### src/rtl/nvme_defines.sv
// Shared NVMe constants: queue depths, completion-queue layout in the Rx buffer,
// queue-id encoding and CQE field offsets.
package nvme_defines;

  localparam int ADM_SQ_DEPTH = 4;
  localparam int IO_SQ_DEPTH  = 8;
  localparam int CQ_ADM_DEPTH = 4;
  localparam int CQ_IO_DEPTH  = 8;
  localparam int CQ_COUNT     = 4;

  typedef enum logic [1:0] {
    QID_SSD0_ADM = 2'd0,
    QID_SSD0_IO  = 2'd1,
    QID_SSD1_ADM = 2'd2,
    QID_SSD1_IO  = 2'd3
  } cq_qid_e;

  // Bit positions inside a 128-bit CQE word (DW2 = [95:64], DW3 = [127:96]).
  localparam int CQE_SQHD_LSB   = 64;
  localparam int CQE_CID_LSB    = 96;
  localparam int CQE_PHASE_BIT  = 112;
  localparam int CQE_STATUS_LSB = 113;

  typedef struct packed {
    logic [1:0]  qid;
    logic [15:0] cid;
    logic [14:0] status;
    logic [15:0] sqhd;
  } cq_evt_t;

  localparam int CQ_EVT_W = $bits(cq_evt_t);

  function automatic int cq_base(input logic [1:0] qid, input int adm, input int io);
    case (qid)
      2'd0:    return 0;
      2'd1:    return adm;
      2'd2:    return adm + io;
      2'd3:    return 2 * adm + io;
      default: return 0;
    endcase
  endfunction

  function automatic int cq_depth(input logic [1:0] qid, input int adm, input int io);
    return qid[0] ? io : adm;
  endfunction

endpackage

### src/rtl/nvme_evt_fifo.sv
// Synchronous first-word-fall-through FIFO for completion events.
// A push into a full FIFO is accepted when a pop happens in the same cycle.
module nvme_evt_fifo
  import nvme_defines::*;
#(
  parameter int DEPTH = 4,
  parameter int W     = CQ_EVT_W
) (
  input  logic         clk,
  input  logic         rst_n,
  input  logic         push,
  input  logic [W-1:0] wdata,
  output logic         full,
  output logic         valid,
  input  logic         pop,
  output logic [W-1:0] rdata
);

  localparam int AW = $clog2(DEPTH);

  logic [W-1:0] mem_r [DEPTH];
  logic [AW:0]  wr_ptr_r;
  logic [AW:0]  rd_ptr_r;
  logic         empty_s;
  logic         full_s;
  logic         do_pop_s;
  logic         do_push_s;

  assign empty_s   = (wr_ptr_r == rd_ptr_r);
  assign full_s    = (wr_ptr_r[AW] != rd_ptr_r[AW]) && (wr_ptr_r[AW-1:0] == rd_ptr_r[AW-1:0]);
  assign do_pop_s  = pop && !empty_s;
  assign do_push_s = push && (!full_s || do_pop_s);

  assign full  = full_s;
  assign valid = !empty_s;
  assign rdata = mem_r[rd_ptr_r[AW-1:0]];

  // Storage and pointers; storage is cleared so outputs read zero out of reset.
  always_ff @(posedge clk or negedge rst_n) begin
    if (!rst_n) begin
      wr_ptr_r <= '0;
      rd_ptr_r <= '0;
      for (int i = 0; i < DEPTH; i++) begin
        mem_r[i] <= '0;
      end
    end else begin
      if (do_push_s) begin
        mem_r[wr_ptr_r[AW-1:0]] <= wdata;
        wr_ptr_r                <= wr_ptr_r + {{AW{1'b0}}, 1'b1};
      end
      if (do_pop_s) begin
        rd_ptr_r <= rd_ptr_r + {{AW{1'b0}}, 1'b1};
      end
    end
  end

endmodule

### src/rtl/nvme_cq_tracker.sv
// Snoops Rx buffer writes for CQEs of four completion queues, tracks head/phase per
// queue, queues completion events and raises coalesced CQ-head doorbell requests.
module nvme_cq_tracker
  import nvme_defines::*;
#(
  parameter int ADM_CQ_NUM   = CQ_ADM_DEPTH,
  parameter int IO_CQ_NUM    = CQ_IO_DEPTH,
  parameter int RX_ADDR_BITS = 10,
  parameter int EVT_DEPTH    = 4
) (
  input  logic                    axi_aclk,
  input  logic                    axi_aresetn,
  input  logic                    init_done,
  input  logic                    rx_write_valid,
  input  logic [3:0]              rx_write,
  input  logic [RX_ADDR_BITS-1:0] rx_waddr,
  input  logic [127:0]            rx_wdata,
  output logic                    evt_valid,
  input  logic                    evt_ready,
  output logic [1:0]              evt_qid,
  output logic [15:0]             evt_cid,
  output logic [14:0]             evt_status,
  output logic [15:0]             evt_sqhd,
  output logic                    db_valid,
  input  logic                    db_ready,
  output logic [1:0]              db_qid,
  output logic [15:0]             db_head,
  output logic                    err_order,
  output logic                    err_overflow
);

  localparam int BASE1    = cq_base(2'd1, ADM_CQ_NUM, IO_CQ_NUM);
  localparam int BASE2    = cq_base(2'd2, ADM_CQ_NUM, IO_CQ_NUM);
  localparam int BASE3    = cq_base(2'd3, ADM_CQ_NUM, IO_CQ_NUM);
  localparam int DATA_LO  = 2 * (ADM_CQ_NUM + IO_CQ_NUM);

  logic [31:0]   addr_s;
  logic          hit_s;
  logic [1:0]    qid_s;
  logic [15:0]   off_s;
  logic [15:0]   depth_s;
  logic [15:0]   head_cur_s;
  logic [15:0]   head_inc_s;
  logic [15:0]   head_nxt_s;
  logic          wrap_s;
  logic          cand_s;
  logic          accept_s;
  logic          order_s;
  logic          overflow_s;
  logic          fifo_full_s;
  cq_evt_t       evt_in_s;
  cq_evt_t       evt_out_s;

  logic [15:0]   head_r [CQ_COUNT];
  logic [3:0]    phase_r;
  logic [3:0]    pend_r;
  logic [1:0]    rr_ptr_r;
  logic          db_valid_r;
  logic [1:0]    db_qid_r;
  logic [15:0]   db_head_r;
  logic          err_order_r;
  logic          err_overflow_r;

  logic [7:0]    pend_dbl_s;
  logic [3:0]    pend_rot_s;
  logic [1:0]    gnt_off_s;
  logic [1:0]    gnt_qid_s;
  logic          grant_s;
  logic          unused_s;

  assign addr_s   = 32'(rx_waddr);
  assign unused_s = ^{rx_write[3], rx_write[1:0], rx_wdata[95:80], rx_wdata[63:0]};

  // Address decode: which queue region, and the slot offset inside it.
  always_comb begin
    hit_s = 1'b0;
    qid_s = 2'd0;
    off_s = 16'd0;
    if (addr_s < 32'(BASE1)) begin
      hit_s = 1'b1;
      qid_s = 2'd0;
      off_s = 16'(addr_s);
    end else if (addr_s < 32'(BASE2)) begin
      hit_s = 1'b1;
      qid_s = 2'd1;
      off_s = 16'(addr_s - 32'(BASE1));
    end else if (addr_s < 32'(BASE3)) begin
      hit_s = 1'b1;
      qid_s = 2'd2;
      off_s = 16'(addr_s - 32'(BASE2));
    end else if (addr_s < 32'(DATA_LO)) begin
      hit_s = 1'b1;
      qid_s = 2'd3;
      off_s = 16'(addr_s - 32'(BASE3));
    end else begin
      hit_s = 1'b0;
    end
  end

  assign depth_s    = qid_s[0] ? 16'(IO_CQ_NUM) : 16'(ADM_CQ_NUM);
  assign head_cur_s = head_r[qid_s];
  assign head_inc_s = head_cur_s + 16'd1;
  assign wrap_s     = (head_inc_s == depth_s);
  assign head_nxt_s = wrap_s ? 16'd0 : head_inc_s;

  // Stale-phase writes are simply not candidates; wrong-slot candidates are errors.
  assign cand_s   = init_done && rx_write_valid && hit_s &&
                    (rx_wdata[CQE_PHASE_BIT] == phase_r[qid_s]);
  assign accept_s = cand_s && (off_s == head_cur_s);
  assign order_s  = cand_s && (off_s != head_cur_s);

  assign evt_in_s.qid    = qid_s;
  assign evt_in_s.cid    = rx_wdata[CQE_CID_LSB +: 16];
  assign evt_in_s.status = rx_wdata[CQE_STATUS_LSB +: 15];
  assign evt_in_s.sqhd   = rx_write[2] ? rx_wdata[CQE_SQHD_LSB +: 16] : 16'd0;

  assign overflow_s = accept_s && fifo_full_s && !(evt_valid && evt_ready);

  nvme_evt_fifo #(
    .DEPTH (EVT_DEPTH),
    .W     (CQ_EVT_W)
  ) u_evt_fifo (
    .clk   (axi_aclk),
    .rst_n (axi_aresetn),
    .push  (accept_s),
    .wdata (evt_in_s),
    .full  (fifo_full_s),
    .valid (evt_valid),
    .pop   (evt_ready),
    .rdata (evt_out_s)
  );

  assign evt_qid    = evt_out_s.qid;
  assign evt_cid    = evt_out_s.cid;
  assign evt_status = evt_out_s.status;
  assign evt_sqhd   = evt_out_s.sqhd;

  // Round-robin pick: rotate pending flags so the pointer position is bit 0.
  always_comb begin
    pend_dbl_s = {pend_r, pend_r} >> rr_ptr_r;
    pend_rot_s = pend_dbl_s[3:0];
    if (pend_rot_s[0]) begin
      gnt_off_s = 2'd0;
    end else if (pend_rot_s[1]) begin
      gnt_off_s = 2'd1;
    end else if (pend_rot_s[2]) begin
      gnt_off_s = 2'd2;
    end else begin
      gnt_off_s = 2'd3;
    end
    gnt_qid_s = rr_ptr_r + gnt_off_s;
    grant_s   = (|pend_r) && !db_valid_r;
  end

  // Per-queue head, phase and doorbell-pending state.
  // Pending is consumed at grant; a CQE arriving at or after grant re-arms it, so the
  // presented head stays stable and a later request carries the newer head.
  always_ff @(posedge axi_aclk or negedge axi_aresetn) begin
    if (!axi_aresetn) begin
      for (int q = 0; q < CQ_COUNT; q++) begin
        head_r[q] <= 16'd0;
      end
      phase_r <= 4'hF;
      pend_r  <= 4'h0;
    end else begin
      for (int q = 0; q < CQ_COUNT; q++) begin
        if (accept_s && (qid_s == 2'(q))) begin
          head_r[q] <= head_nxt_s;
          if (wrap_s) begin
            phase_r[q] <= ~phase_r[q];
          end
          pend_r[q] <= 1'b1;
        end else if (grant_s && (gnt_qid_s == 2'(q))) begin
          pend_r[q] <= 1'b0;
        end
      end
    end
  end

  // Doorbell request register; fields hold stable from grant until handshake.
  always_ff @(posedge axi_aclk or negedge axi_aresetn) begin
    if (!axi_aresetn) begin
      db_valid_r <= 1'b0;
      db_qid_r   <= 2'd0;
      db_head_r  <= 16'd0;
      rr_ptr_r   <= 2'd0;
    end else if (grant_s) begin
      db_valid_r <= 1'b1;
      db_qid_r   <= gnt_qid_s;
      db_head_r  <= head_r[gnt_qid_s];
      rr_ptr_r   <= gnt_qid_s + 2'd1;
    end else if (db_valid_r && db_ready) begin
      db_valid_r <= 1'b0;
    end
  end

  // Sticky error flags.
  always_ff @(posedge axi_aclk or negedge axi_aresetn) begin
    if (!axi_aresetn) begin
      err_order_r    <= 1'b0;
      err_overflow_r <= 1'b0;
    end else begin
      if (order_s) begin
        err_order_r <= 1'b1;
      end
      if (overflow_s) begin
        err_overflow_r <= 1'b1;
      end
    end
  end

  assign db_valid     = db_valid_r;
  assign db_qid       = db_qid_r;
  assign db_head      = db_head_r;
  assign err_order    = err_order_r;
  assign err_overflow = err_overflow_r;

endmodule
### config.mk
export PLATFORM = sky130hd
export DESIGN_NAME = nvme_cq_tracker
export DESIGN_NICKNAME = d
export VERILOG_FILES = /design/src/rtl/nvme_defines.sv /design/src/rtl/nvme_evt_fifo.sv /design/src/rtl/nvme_cq_tracker.sv
export SDC_FILE = /design/constraint.sdc
export NUM_CORES = 1
export LEC_CHECK = 0
export BUFFER_PORTS_ARGS = -buffer_cell sky130_fd_sc_hd__buf_2
export CAP_MARGIN = 40
export CORE_ASPECT_RATIO = 0.9
export CORE_UTILIZATION = 60
export CTS_CLUSTER_DIAMETER = 30
export DETAILED_ROUTE_END_ITERATION = 8
export HOLD_SLACK_MARGIN = 0.02
export PLACE_DENSITY_LB_ADDON = 0.05
export SLEW_MARGIN = 20
export SYNTH_ARGS = -nofsm -noshare
export SYNTH_HDL_FRONTEND = slang
export SYNTH_SLANG_ARGS = --single-unit
### constraint.sdc
create_clock -name axi_aclk -period 5.9 [get_ports axi_aclk]
set_input_delay 1.18 -clock axi_aclk [delete_from_list [all_inputs] [get_ports axi_aclk]]
set_output_delay 1.18 -clock axi_aclk [all_outputs]
set_load 0.005 [all_outputs]
Word-level counts from Yosys, hierarchy flattened:

Cells that the tools add are included.

* bits in registers: 297
* input bits: 148
* output and inout port bits: 71
* logic and storage cells: 144

* add/sub/neg operators: 8
* $lt $le $gt $ge: 10
* eq/ne operators: 13
* shift operators: 1
* multiplexer cells: 42
* bitwise logic cells: 8
* reduce and logical (&&, ||, !) cells: 38

Operator list (number)
* $bwmux 196: 1
* $mux 16: 10
* $mux 49: 3
* $bmux 49 s2: 1
* $demux 49 s2: 1
* $bmux 16 s2: 2
* $logic_and 1x1->1: 21
* $lt 10x5->1 const B: 2
* $add 16x1->16 const B: 1
* $eq 16x16->1: 1
* $eq 16x4->1: 1
* $mux 1: 16
* $ne 16x16->1: 1
* $ge 3x3->1 const B: 4
* $mux 2: 6
* $not 2->3: 4
* $sub 10x3->11 const B: 1
* $sub 10x4->11 const B: 1
* $sub 10x5->11 const B: 1
* $lt 10x3->1 const B: 1
* $lt 10x4->1 const B: 1
* $reduce_bool 2->1: 5
* $eq 2x2->1 const B: 4
* $reduce_and 2->1: 4
* 18 further kinds: 27

Logic depth before layout (Yosys ltp):

Gate-level depths: netlist of run 1.

* word-level depth: 13
* mapped depth: 17
* gate-level depth less buffers: 15

Cells and area by module:

From an unflattened synthesis of run 1, not the netlist that was laid out.

* cells, all modules: 1040
* area total of the unflattened synthesis: 14570.2 um2

Modules (own cells, without submodules)
* nvme_evt_fifo: instances 1, cells an instance 509, area an instance 9061.2 um2
* nvme_cq_tracker: instances 1, cells an instance 531, area an instance 5509.0 um2

Worst setup path before layout of run 1:

Ideal clock, no wire load.

* kind: input to register
* start: input rx_waddr[5]
* end: register head_r[3] (netlist bit)
* arrival: 4855 ps
* data required time: 5770 ps
* path slack: 915 ps
* cell stages on the path: 16
* path through: clkbuf_1 -> or4bb_1 -> or2_0 -> clkbuf_1 -> buf_2 -> o2111ai_1 -> buf_2 -> ha_1 -> inv_1 -> nor4_1 -> nor4b_1 -> nand3_1 -> a211oi_1 -> o2111a_1 -> buf_2 -> o31ai_1

* cells in the longest elaborated chain, start to end: 12
* elaborated cells on any way between the ends: 36

Ends and longest elaborated chain
* start, declared: RTL line nvme_cq_tracker.sv:16 `input logic [RX_ADDR_BITS-1:0] rx_waddr,`
* $lt 10x5->1: RTL line nvme_cq_tracker.sv:91 `end else if (addr_s < 32'(DATA_LO)) begin`
* $mux 2: RTL line nvme_cq_tracker.sv:91
* $mux 2: RTL line nvme_cq_tracker.sv:87 `end else if (addr_s < 32'(BASE3)) begin`
* $mux 2: RTL line nvme_cq_tracker.sv:83 `end else if (addr_s < 32'(BASE2)) begin`
* $mux 2: RTL line nvme_cq_tracker.sv:79 `if (addr_s < 32'(BASE1)) begin`
* $not 2->3 (not written as such): RTL line nvme_cq_tracker.sv:101 `assign head_cur_s = head_r[qid_s];`
* $bmux 16 s2: RTL line nvme_cq_tracker.sv:101
* $mux 16 (not written as such) (2 in series): RTL line nvme_cq_tracker.sv:101
* $add 16x1->16 or $eq 16x16->1 (tied branches): RTL line nvme_cq_tracker.sv:102, nvme_cq_tracker.sv:109
* $eq 16x4->1 or $logic_and 1x1->1 (tied branches): RTL line nvme_cq_tracker.sv:103, nvme_cq_tracker.sv:109
* $mux 16 or $logic_and 1x1->1 (tied branches): RTL line nvme_cq_tracker.sv:104, nvme_cq_tracker.sv:167
* end signal, assigned by index: RTL line nvme_cq_tracker.sv:168 `head_r[q] <= head_nxt_s;`
* end, declared: RTL line nvme_cq_tracker.sv:54 `logic [15:0] head_r [CQ_COUNT];`

Several ways; a longest one is shown, not always the timed one. The select of a mux whose other input is x is not followed.
A chain may end at the register's enable or synchronous reset.

Worst setup path after layout of run 1:

* start: input rx_waddr[5]
* end: register phase_r[3]

* cells in the longest elaborated chain, start to end: 13
* elaborated cells on any way between the ends: 36

Ends and longest elaborated chain
* parallel branches: the longest is 12 deep, another holds $add 16x1->16
* $reduce_and 2->1 (no source line) *
* end signal, assigned by index: RTL line nvme_cq_tracker.sv:170 `phase_r[q] <= ~phase_r[q];`
* end, declared: RTL line nvme_cq_tracker.sv:55 `logic [3:0] phase_r;`

Mark *: on every way between the ends. The select of a mux whose other input is x is not followed.

==> results.sh, run 1 <==
export IMPL_post_cts_buffers=0
export IMPL_yosysTopAreaCell="dfrtp_1"
export IMPL_track_usage=0.271
export IMPL_ys_ff_latch=297
export IMPL_die_w_um=165
export IMPL_cts_sinks=297
export IMPL_final_min_clock_period_ns=4.67
export IMPL_die_h_um=149
export IMPL_grt_max_degree=116
export IMPL_synthTopCellsByArea="dfrtp_1 51%, mux2_2 17%, mux4_2 10%, clkbuf_1 2.0%, ha_1 1.4%"
export IMPL_holdCritStartpoint="head_r[29]"
export IMPL_crit_path_start="rx_waddr[5]"
export IMPL_nNetsFinal=1349
export IMPL_finish_utilization=0.736
export IMPL_worst_clock_skew_ns=0.0295
export IMPL_yosysUniqueCellTypes=71
export IMPL_placed_cell_area_um2=15200
export IMPL_core_area_um2=23400
export IMPL_drtAntennaViolNets=0
export IMPL_ir_drop_v=0.000609
export IMPL_drt_iter0_markers=655
export IMPL_start_util=0.612
export IMPL_power_frac_seq=0.346
export IMPL_clock_fmax_mhz=214
export IMPL_drt_pass1_iterations=7
export IMPL_route_detailed_drc=0
export IMPL_path_cells="buf_2 > inv_1 > ha_1 > a21o_1 > a21oi_4 > o22ai_1 > nor3_2 > ha_1 > inv_1 > nor4_1 > nor4b_1 > buf_4 > nand3_1 > a211oi_1 > o2111ai_2 > nor2_1 > xor2_1"
export IMPL_grt_pass1_wl_mm=51.6
export IMPL_antenna_found_initial=2
export IMPL_hold_viol=0
export IMPL_nFillCells=1541
export IMPL_wl_per_cell_um=20.6
export IMPL_p_clk_frac=0.502
export IMPL_cellPowerDensity_nw_per_um2=381
export IMPL_routed_wl_mm=31.5
export IMPL_clock_latency_ns=0.56
export IMPL_hold_class="flop to flop"
export IMPL_timing_rr_start="head_r[53]"
export IMPL_whs_ns=0.396
export IMPL_postLayoutCellArea_um2=17200
export IMPL_cap_violations=0
export IMPL_syn_inst=1073
export IMPL_worst_pin_slew_ns=0.860
export IMPL_layout_commonest_cell="dfrtp_1"
export IMPL_mostFrequentLayoutCells="291 x dfrtp_1, 214 x mux2_2, 134 x buf_2"
export IMPL_syn2layout_area_growth_pct=20.4
export IMPL_pwr_share_comb=0.152
export IMPL_grt_pass1_vias=9727
export IMPL_gp_congestion=0.948
export IMPL_worstPathMaxFanout=12
export IMPL_clock_path_buffers=3
export IMPL_dr_total_vias=9212
export IMPL_p_int_mw=4.82
export IMPL_layout_drive_gt1_share=0.472
export IMPL_p_leak_nw=8.49
export IMPL_ys_seq_area_frac=0.519
export IMPL_dieArea_um2=24500
export IMPL_critPathMaxStageDelay_ns=0.40
export IMPL_rows=53
export IMPL_power_net_switching_mw=1.75
export IMPL_critPathKind="input pin to flop"
export IMPL_numCtsBuffers=55
export IMPL_cp_end_kind="flop"
export IMPL_dp_slack_ns=0.764
export IMPL_required_ns=6.37
export IMPL_switching_share=0.266
export IMPL_overflow=0
export IMPL_clk_pin_slew_ns=0.04
export IMPL_finalSetupViolCount=0
export IMPL_tns_ns=0
export IMPL_synth_flop_cell="dfrtp_1"
export IMPL_finalCritPeriodShare=0.792
export IMPL_synth_top_area_share=0.512
export IMPL_final_max_slew_viol_count=0
export IMPL_dp_hpwl_mm=19.6
export IMPL_rsz0062_at_grt="no"
export IMPL_cp_start_kind="input pin"
export IMPL_port_buffers=135
export IMPL_relSlewSlack=0.427
export IMPL_syn_nets=1237
export IMPL_status="complete, no violations"
export IMPL_syn_avg_cell_area_um2=13.3
export IMPL_synth_edf_count=0
export IMPL_ctsResizeCount=0
export IMPL_ioPinCount=219
export IMPL_worst_slack_ns=1.23
export IMPL_clock_root_buffer="clkbuf_16"
export IMPL_synthArstFlopShare=1.00
export IMPL_vias_per_cell=6.01
export IMPL_cpMaxStageDelayCell="a21oi_4"
export IMPL_hold_buffers=0
export IMPL_cts_tree="built"
export IMPL_synth_warnings=0
export IMPL_h_tree_depth=2
export IMPL_worstPathArrival_ns=5.14
export IMPL_synthesis_area_um2=14300
==> final cells by class <==
| class | count | area [um^2] | share of cell area |
|---|---|---|---|
| well taps | 302 | 378 | 0.0219 |
| clock inverters | 36 | 499 | 0.0290 |
| diodes | 1 | 2.50 | 0.000145 |
| inverters | 27 | 101 | 0.00588 |
| clock buffers | 65 | 1480 | 0.0861 |
| repair buffers | 169 | 1020 | 0.0589 |
| multi-input cells | 635 | 6310 | 0.366 |
| flip-flops and latches | 297 | 7440 | 0.432 |
==> kinds of logic (layout without fill, tap and decap cells) <==
group                    count (synthesis)  count (layout)  synth area share
flip-flops                             297             297             0.519
multiplexers                           284             284             0.274
AND/OR/NAND/NOR                        184             184            0.0676
buffers and inverters                  141             297            0.0414
AO/OA/AOI/OAI                          122             122            0.0653
XOR/XNOR                                29              29            0.0177
adder cells (fa/ha/maj)                 16              16            0.0140
other                                    0               1                 0
==> power groups by stage <==
stage / Sequential [mW] / Clock [mW] / Combinational [mW]
CTS: 2.28 / 3.35 / 1.01
detailed placement: 2.31 / 0 / 1.00
floorplan: 2.19 / 0 / 0.765
global route: 2.29 / 3.46 / 1.09
finish: 2.27 / 3.29 / 0.999
global placement: 2.31 / 0 / 0.988
==> state kept, by name (all words and copies together), names as in the netlist <==
register and count:
db_head 16, db_qid 2, db_valid 1, err_order 1, err_overflow 1, head_r 64
pend_r 4, phase_r 4, rr_ptr_r 2, u_evt_fifo.mem_r 196, u_evt_fifo.rd_ptr_r 3, u_evt_fifo.wr_ptr_r 3
==> per-stage QoR <==
| stage | instances | power (mW) |
|---|---|---|
| 2_1_floorplan | 1073 | 2.95 |
| 3_3_place_gp | 1429 | 3.29 |
| 3_5_place_dp | 1429 | 3.31 |
| 4_1_cts | 1530 | 6.63 |
| 5_1_grt | 1531 | 6.84 |
| 6_report | 1532 | 6.57 |
==> path summary, 6_finish.rpt <==
check	to	slack (ns)	cells past startpoint
max reg2reg	phase_r[3]	2.52	9
min	head_r[29]	0.40	0
min in group asynchronous	db_head[15]	0.70	1
max in group asynchronous	u_evt_fifo.mem_r[182]	3.98	2
max	phase_r[3]	1.23	17
min reg2reg	head_r[29]	0.40	0
==> synth_stat cells (5+ instances only) <==
library cell  instances
dfrtp_1             293
mux2_2              214
clkbuf_1             78
mux4_2               65
nand2_1              41
nor2_1               39
inv_1                26
buf_2                23
o31ai_1              20
xnor2_1              20
nand3_1              18
o21ai_0              18
and2_1               17
ha_1                 16
nor3_1               16
o22ai_1              12
a21oi_1              10
o211ai_1              9
xor2_1                9
buf_1                 7
nand4_1               7
or2_2                 6
a211oi_1              5
a21o_1                5
nor4_1                5
o311a_1               5
==> critical path: cells and delay by family <==
kind / cells / cell delay (ns)
compound gates: 5 / 1.47
simple gates: 5 / 1.17
buf+inv: 4 / 0.59
fa+ha+maj: 2 / 0.55
xor+xnor: 1 / 0.17
==> per-layer routing <==
layer / up-vias / global-route usage / part of all wire
li1: 4176 / - / -
met1: 4692 / 0.401 / 0.46
met2: 285 / 0.408 / 0.46
met3: 55 / 0.0580 / 0.066
met4: 4 / 0.0702 / 0.016
met5: - / 0 / 0.00073
Note: power is estimated with default switching activity, not from simulation.
==> inputs of run 2 (changes only) <==
--- a/config.mk
+++ b/config.mk
@@ -8,7 +8,7 @@
 export BUFFER_PORTS_ARGS = -buffer_cell sky130_fd_sc_hd__buf_2
 export CAP_MARGIN = 40
 export CORE_ASPECT_RATIO = 0.9
-export CORE_UTILIZATION = 60
+export CORE_UTILIZATION = 57
 export CTS_CLUSTER_DIAMETER = 30
 export DETAILED_ROUTE_END_ITERATION = 8
 export HOLD_SLACK_MARGIN = 0.02
==> constraint.sdc (replaced) <==
create_clock -name axi_aclk -period 4.88 [get_ports axi_aclk]
set_input_delay 0.976 -clock axi_aclk [delete_from_list [all_inputs] [get_ports axi_aclk]]
set_output_delay 0.976 -clock axi_aclk [all_outputs]
set_load 0.005 [all_outputs]
==> run 2 against run 1 <==
Net effect: routed wire length up 1.6%; sequential share of layout area is 0.51 points lower; die area up 5.2%; clock skew is 0.0064 ns lower; flip-flop and latch count unchanged; register-to-register slack got worse by 1.2 ns; cell count up 4.2%; global-route usage is 1.1 points lower.
==> results.sh, run 2 (synthesis gave the netlist of run 1 again) <==
export IMPL_mostFrequentLayoutCells="291 x dfrtp_1, 214 x mux2_2, 134 x buf_2"
export IMPL_wl_per_cell_um=20.1
export IMPL_layout_drive_gt1_share=0.485
export IMPL_ioPinCount=219
export IMPL_h_tree_depth=2
export IMPL_hold_buffers=0
export IMPL_tns_ns=0
export IMPL_clock_fmax_mhz=228
export IMPL_r2r_slack_ns=1.35
export IMPL_vias_per_cell=5.85
export IMPL_cap_violations=0
export IMPL_postLayoutCellArea_um2=17400
export IMPL_status="complete, no violations"
export IMPL_finalCritPeriodShare=0.900
export IMPL_clock_path_buffers=3
export IMPL_worst_pin_slew_ns=0.979
export IMPL_timing_rr_start="head_r[33]"
export IMPL_p_total_mw=7.90
export IMPL_worst_clock_skew_ns=0.0231
export IMPL_overflow=0
export IMPL_pwr_share_comb=0.165
export IMPL_track_usage=0.260
export IMPL_layout_commonest_cell="dfrtp_1"
export IMPL_placed_cell_area_um2=15500
export IMPL_start_util=0.585
export IMPL_cts_sinks=297
export IMPL_die_h_um=152
export IMPL_grt_pass1_vias=9766
export IMPL_finish_utilization=0.713
export IMPL_power_frac_seq=0.342
export IMPL_required_ns=5.35
export IMPL_clock_root_buffer="clkbuf_16"
export IMPL_core_area_um2=24500
export IMPL_die_w_um=169
export IMPL_largest_register_ffs=196
export IMPL_cp_start_kind="input pin"
export IMPL_ctsResizeCount=0
export IMPL_routed_wl_mm=32.0
export IMPL_worstPathArrival_ns=4.86
export IMPL_final_min_clock_period_ns=4.39
export IMPL_dp_hpwl_mm=20.3
export IMPL_antenna_found_initial=3
export IMPL_grt_pass1_wl_mm=52.6
export IMPL_hold_depth=0
export IMPL_hold_class="flop to flop"
export IMPL_final_max_slew_viol_count=0
export IMPL_drtAntennaViolNets=0
export IMPL_r2r_cells=13
export IMPL_switching_share=0.281
export IMPL_rsz0062_at_grt="no"
export IMPL_endpoint="phase_r[1]"
export IMPL_gp_congestion=0.912
export IMPL_cp_end_kind="flop"
export IMPL_nNetsFinal=1374
export IMPL_reg2reg_to="phase_r[1]"
export IMPL_worstPathMaxFanout=13
export IMPL_clock_latency_ns=0.56
export IMPL_dr_total_vias=9330
export IMPL_route_detailed_drc=0
export IMPL_cellPowerDensity_nw_per_um2=453
export IMPL_drt_pass1_iterations=5
export IMPL_top_register="u_evt_fifo.mem_r"
export IMPL_crit_path_start="rx_waddr[8]"
export IMPL_rows=54
export IMPL_port_buffers=135
export IMPL_finalSetupViolCount=0
export IMPL_p_leak_nw=8.60
export IMPL_p_int_mw=5.68
export IMPL_critPathKind="input pin to flop"
export IMPL_dieArea_um2=25800
export IMPL_power_net_switching_mw=2.22
export IMPL_post_cts_buffers=0
export IMPL_syn2layout_area_growth_pct=21.8
export IMPL_p_clk_frac=0.493
export IMPL_grt_max_degree=130
export IMPL_numCtsBuffers=57
export IMPL_relSlewSlack=0.347
export IMPL_hold_viol=0
export IMPL_cts_tree="built"
export IMPL_ir_drop_v=0.000328
export IMPL_clk_pin_slew_ns=0.05
export IMPL_drt_iter0_markers=701
run 2: changes by cell type in the layout (fill, tap and decap cells not counted):
cell | previous run | this run
clkinv_2 | 10 | 11
inv_16 | 0 | 1
bufinv_16 | 10 | 5
clkbuf_8 | 7 | 6
inv_6 | 4 | 9
clkbuf_16 | 55 | 57
clkinv_8 | 2 | 0
clkinvlp_4 | 5 | 8
inv_8 | 0 | 3
buf_4 | 28 | 50
buf_12 | 6 | 7
run 2: routing by layer:
| layer | share of wire | vias up | global-route usage |
|---|---|---|---|
| met2 | 0.47 | 268 | 0.399 |
| met4 | 0.013 | 4 | 0.0626 |
| met3 | 0.063 | 43 | 0.0558 |
| li1 | - | 4242 | - |
| met1 | 0.46 | 4773 | 0.382 |
| met5 | 0.00050 | - | 0 |
run 2: area by class of cell:
type / count / area (um^2)
well taps: 336 / 420
clock inverters: 42 / 442
inverters: 27 / 101
repair buffers: 192 / 1200
fillers: 1728 / 7020
diodes: 1 / 2.50
flip-flops and latches: 297 / 7440
multi-input cells: 635 / 6310
clock buffers: 66 / 1520
run 2: power by group through the flow:
stage          sequential, mW  combinational [mW]  clock, mW
3_3_place_gp             2.79                1.21          0
2_1_floorplan            2.64               0.925          0
3_5_place_dp             2.74                1.30          0
6_report                 2.70                1.31       3.90
4_1_cts                  2.71                1.31       3.96
5_1_grt                  2.72                1.42       4.09
run 2: critical path, stage by stage:
cell,delay (ns)
buf_2,0.13
or4_1,0.65
buf_4,0.25
o221ai_1,0.18
nand3_1,0.10
o2111ai_1,0.12
ha_1,0.28
inv_1,0.07
nor4_1,0.38
nor4b_1,0.41
buf_4,0.20
nand3_1,0.07
a211oi_1,0.38
o2111ai_2,0.26
nor2_1,0.22
xor2_1,0.18
run 2: how the worst min path moves through the flow:
stage,start,endpoint
finish,head_r[22],head_r[22]
global route,head_r[14],head_r[14]
CTS,head_r[12],head_r[12]
detailed placement,head_r[30],head_r[30]
global placement,head_r[29],head_r[29]
floorplan,head_r[19],head_r[19]
run 2: metrics by stage:
stage	instances	hold slack [ns]	setup slack, ns
finish	1596	0.393	0.486
global route	1596	0.405	0.297
CTS	1595	0.396	0.589
detailed placement	1487	0.386	0.0571
global placement	1486	0.380	0.128
floorplan	1073	0.439	0.0987
==> inputs of run 3 (changes only) <==
--- a/config.mk
+++ b/config.mk
@@ -8,7 +8,7 @@
 export BUFFER_PORTS_ARGS = -buffer_cell sky130_fd_sc_hd__buf_2
 export CAP_MARGIN = 40
 export CORE_ASPECT_RATIO = 0.9
-export CORE_UTILIZATION = 57
+export CORE_UTILIZATION = 28
 export CTS_CLUSTER_DIAMETER = 30
 export DETAILED_ROUTE_END_ITERATION = 8
 export HOLD_SLACK_MARGIN = 0.02
==> run 3 against run 2 <==
Net effect: combinational power up 11%; register-to-register slack better by 0.30 ns; clock skew down 0.0036 ns; count of clock-buffer cells in the layout up 50; worst hold slack worse by 0.021 ns; largest cell class unchanged; largest power group unchanged; highest routed layer unchanged.
==> results.sh, run 3 (synthesis gave the netlist of run 1 again) <==
export IMPL_status="complete, no violations"
export IMPL_hold_buffers=0
export IMPL_antenna_cells=0
export IMPL_clock_latency_ns=0.60
export IMPL_h_tree_depth=3
export IMPL_port_buffers=135
export IMPL_worst_clock_skew_ns=0.0195
export IMPL_reg2reg_to="phase_r[2]"
export IMPL_mostFrequentLayoutCells="291 x dfrtp_1, 214 x mux2_2, 134 x buf_2"
export IMPL_finalCritPeriodShare=0.853
export IMPL_die_w_um=240
export IMPL_grt_pass1_vias=10600
export IMPL_cpMaxStageDelayCell="or4_1"
export IMPL_hold_viol=0
export IMPL_critPathKind="input pin to flop"
export IMPL_whs_ns=0.372
export IMPL_cp_top_family="simple AND/OR/NAND/NOR gates"
export IMPL_overflow=0
export IMPL_rsz0062_at_grt="no"
export IMPL_timing_rr_start="head_r[33]"
export IMPL_antenna_found_initial=3
export IMPL_p_leak_nw=9.28
export IMPL_dp_hpwl_mm=26.2
export IMPL_start_util=0.284
export IMPL_multi_input_area_um2=6320
export IMPL_gp_congestion=0.762
export IMPL_cp_start_kind="input pin"
export IMPL_ctsResizeCount=0
export IMPL_drtAntennaViolNets=0
export IMPL_relSlewSlack=0.458
export IMPL_crit_path_start="rx_waddr[8]"
export IMPL_track_usage=0.159
export IMPL_worstPathArrival_ns=4.68
export IMPL_r2r_slack_ns=1.65
export IMPL_largest_register_ffs=196
export IMPL_tns_ns=0
export IMPL_routed_wl_mm=39.6
export IMPL_final_cell_count_no_fill=2016
export IMPL_nNetsFinal=1438
export IMPL_finalSetupViolCount=0
export IMPL_clock_fmax_mhz=240
export IMPL_die_h_um=217
export IMPL_ioPinCount=219
export IMPL_p_total_mw=9.59
export IMPL_layout_drive_gt1_share=0.504
export IMPL_hold_class="input pin to asynchronous set/reset pin"
export IMPL_dp_cells=1869
export IMPL_syn2layout_area_growth_pct=34.1
export IMPL_placed_cell_area_um2=16400
export IMPL_clock_root_buffer="clkbuf_16"
export IMPL_clock_path_buffers=3
export IMPL_seqCellArea_um2=7440
export IMPL_final_min_clock_period_ns=4.16
export IMPL_grt_max_degree=97
export IMPL_post_cts_buffers=0
export IMPL_cap_violations=0
export IMPL_numCtsBuffers=83
export IMPL_rows=78
export IMPL_core_area_um2=50500
export IMPL_nFillCells=4870
export IMPL_postLayoutCellArea_um2=19200
export IMPL_vias_per_cell=4.72
export IMPL_drt_pass1_iterations=4
export IMPL_critPathMaxStageDelay_ns=0.71
export IMPL_drt_iter0_markers=493
export IMPL_grt_pass1_wl_mm=62.8
export IMPL_path_cells="buf_2 > or4_1 > a21oi_4 > buf_4 > o221ai_1 > or2_2 > or4_1 > o211ai_1 > nor4b_1 > buf_4 > o2111ai_2 > nor2_1 > xor2_1"
export IMPL_ir_drop_v=0.000360
export IMPL_worstPathMaxFanout=7
export IMPL_cts_tree="built"
export IMPL_top_register="u_evt_fifo.mem_r"
export IMPL_path_buf_inv=3
export IMPL_required_ns=5.40
export IMPL_dieArea_um2=52000
export IMPL_cellPowerDensity_nw_per_um2=500
export IMPL_wl_per_cell_um=19.6
export IMPL_route_detailed_drc=0
export IMPL_cp_end_kind="flop"
export IMPL_clk_pin_slew_ns=0.04
export IMPL_final_max_slew_viol_count=0
export IMPL_dr_total_vias=9519
export IMPL_cts_sinks=297
export IMPL_r2r_cells=13
export IMPL_worst_pin_slew_ns=0.813
export IMPL_layout_commonest_cell="dfrtp_1"
run 3: how the worst max path moves through the flow:
| stage | to | cells after the start |
|---|---|---|
| 2_1_floorplan | head_r[3] | 16 |
| 3_3_place_gp | phase_r[3] | 13 |
| 3_5_place_dp | phase_r[2] | 12 |
| 4_1_cts | phase_r[2] | 12 |
| 5_1_grt | phase_r[3] | 16 |
| 6_report | phase_r[2] | 13 |
run 3: cell type report:
type	count	share of cell area
Sequential cell	297	0.388
Multi-Input combinational cell	635	0.329
Clock buffer	116	0.123
Timing Repair Buffer	230	0.0850
Tap cell	680	0.0443
Clock inverter	31	0.0252
Inverter	27	0.00528
run 3: metal layers:
layer	track usage	wire length [um]	part of all wire
met3	0.0521	2580	0.065
met1	0.215	18200	0.46
met4	0.0531	969	0.024
met5	0	46	0.0012
met2	0.239	17800	0.45
run 3: stage by stage:
stage	utilization	worst slack (ns)
6_report	0.380	0.718
5_1_grt	0.380	0.463
4_1_cts	0.380	0.689
3_5_place_dp	0.324	0.0592
3_3_place_gp	0.323	0.0511
2_1_floorplan	-	0.0987
run 3: worst register-to-register path, delay by kind of cell (launching register included):
family,cells,cell delay (ns)
xor+xnor,2,0.40
fa+ha+maj,1,0.23
buf+inv,2,0.25
simple gates,6,1.23
flops,1,0.40
compound gates,2,0.64
run 3: where the power goes:
| part | switching (mW) | internal, mW |
|---|---|---|
| logic | 0.781 | 0.665 |
| clock network | 1.58 | 3.86 |
| registers | 0.146 | 2.56 |
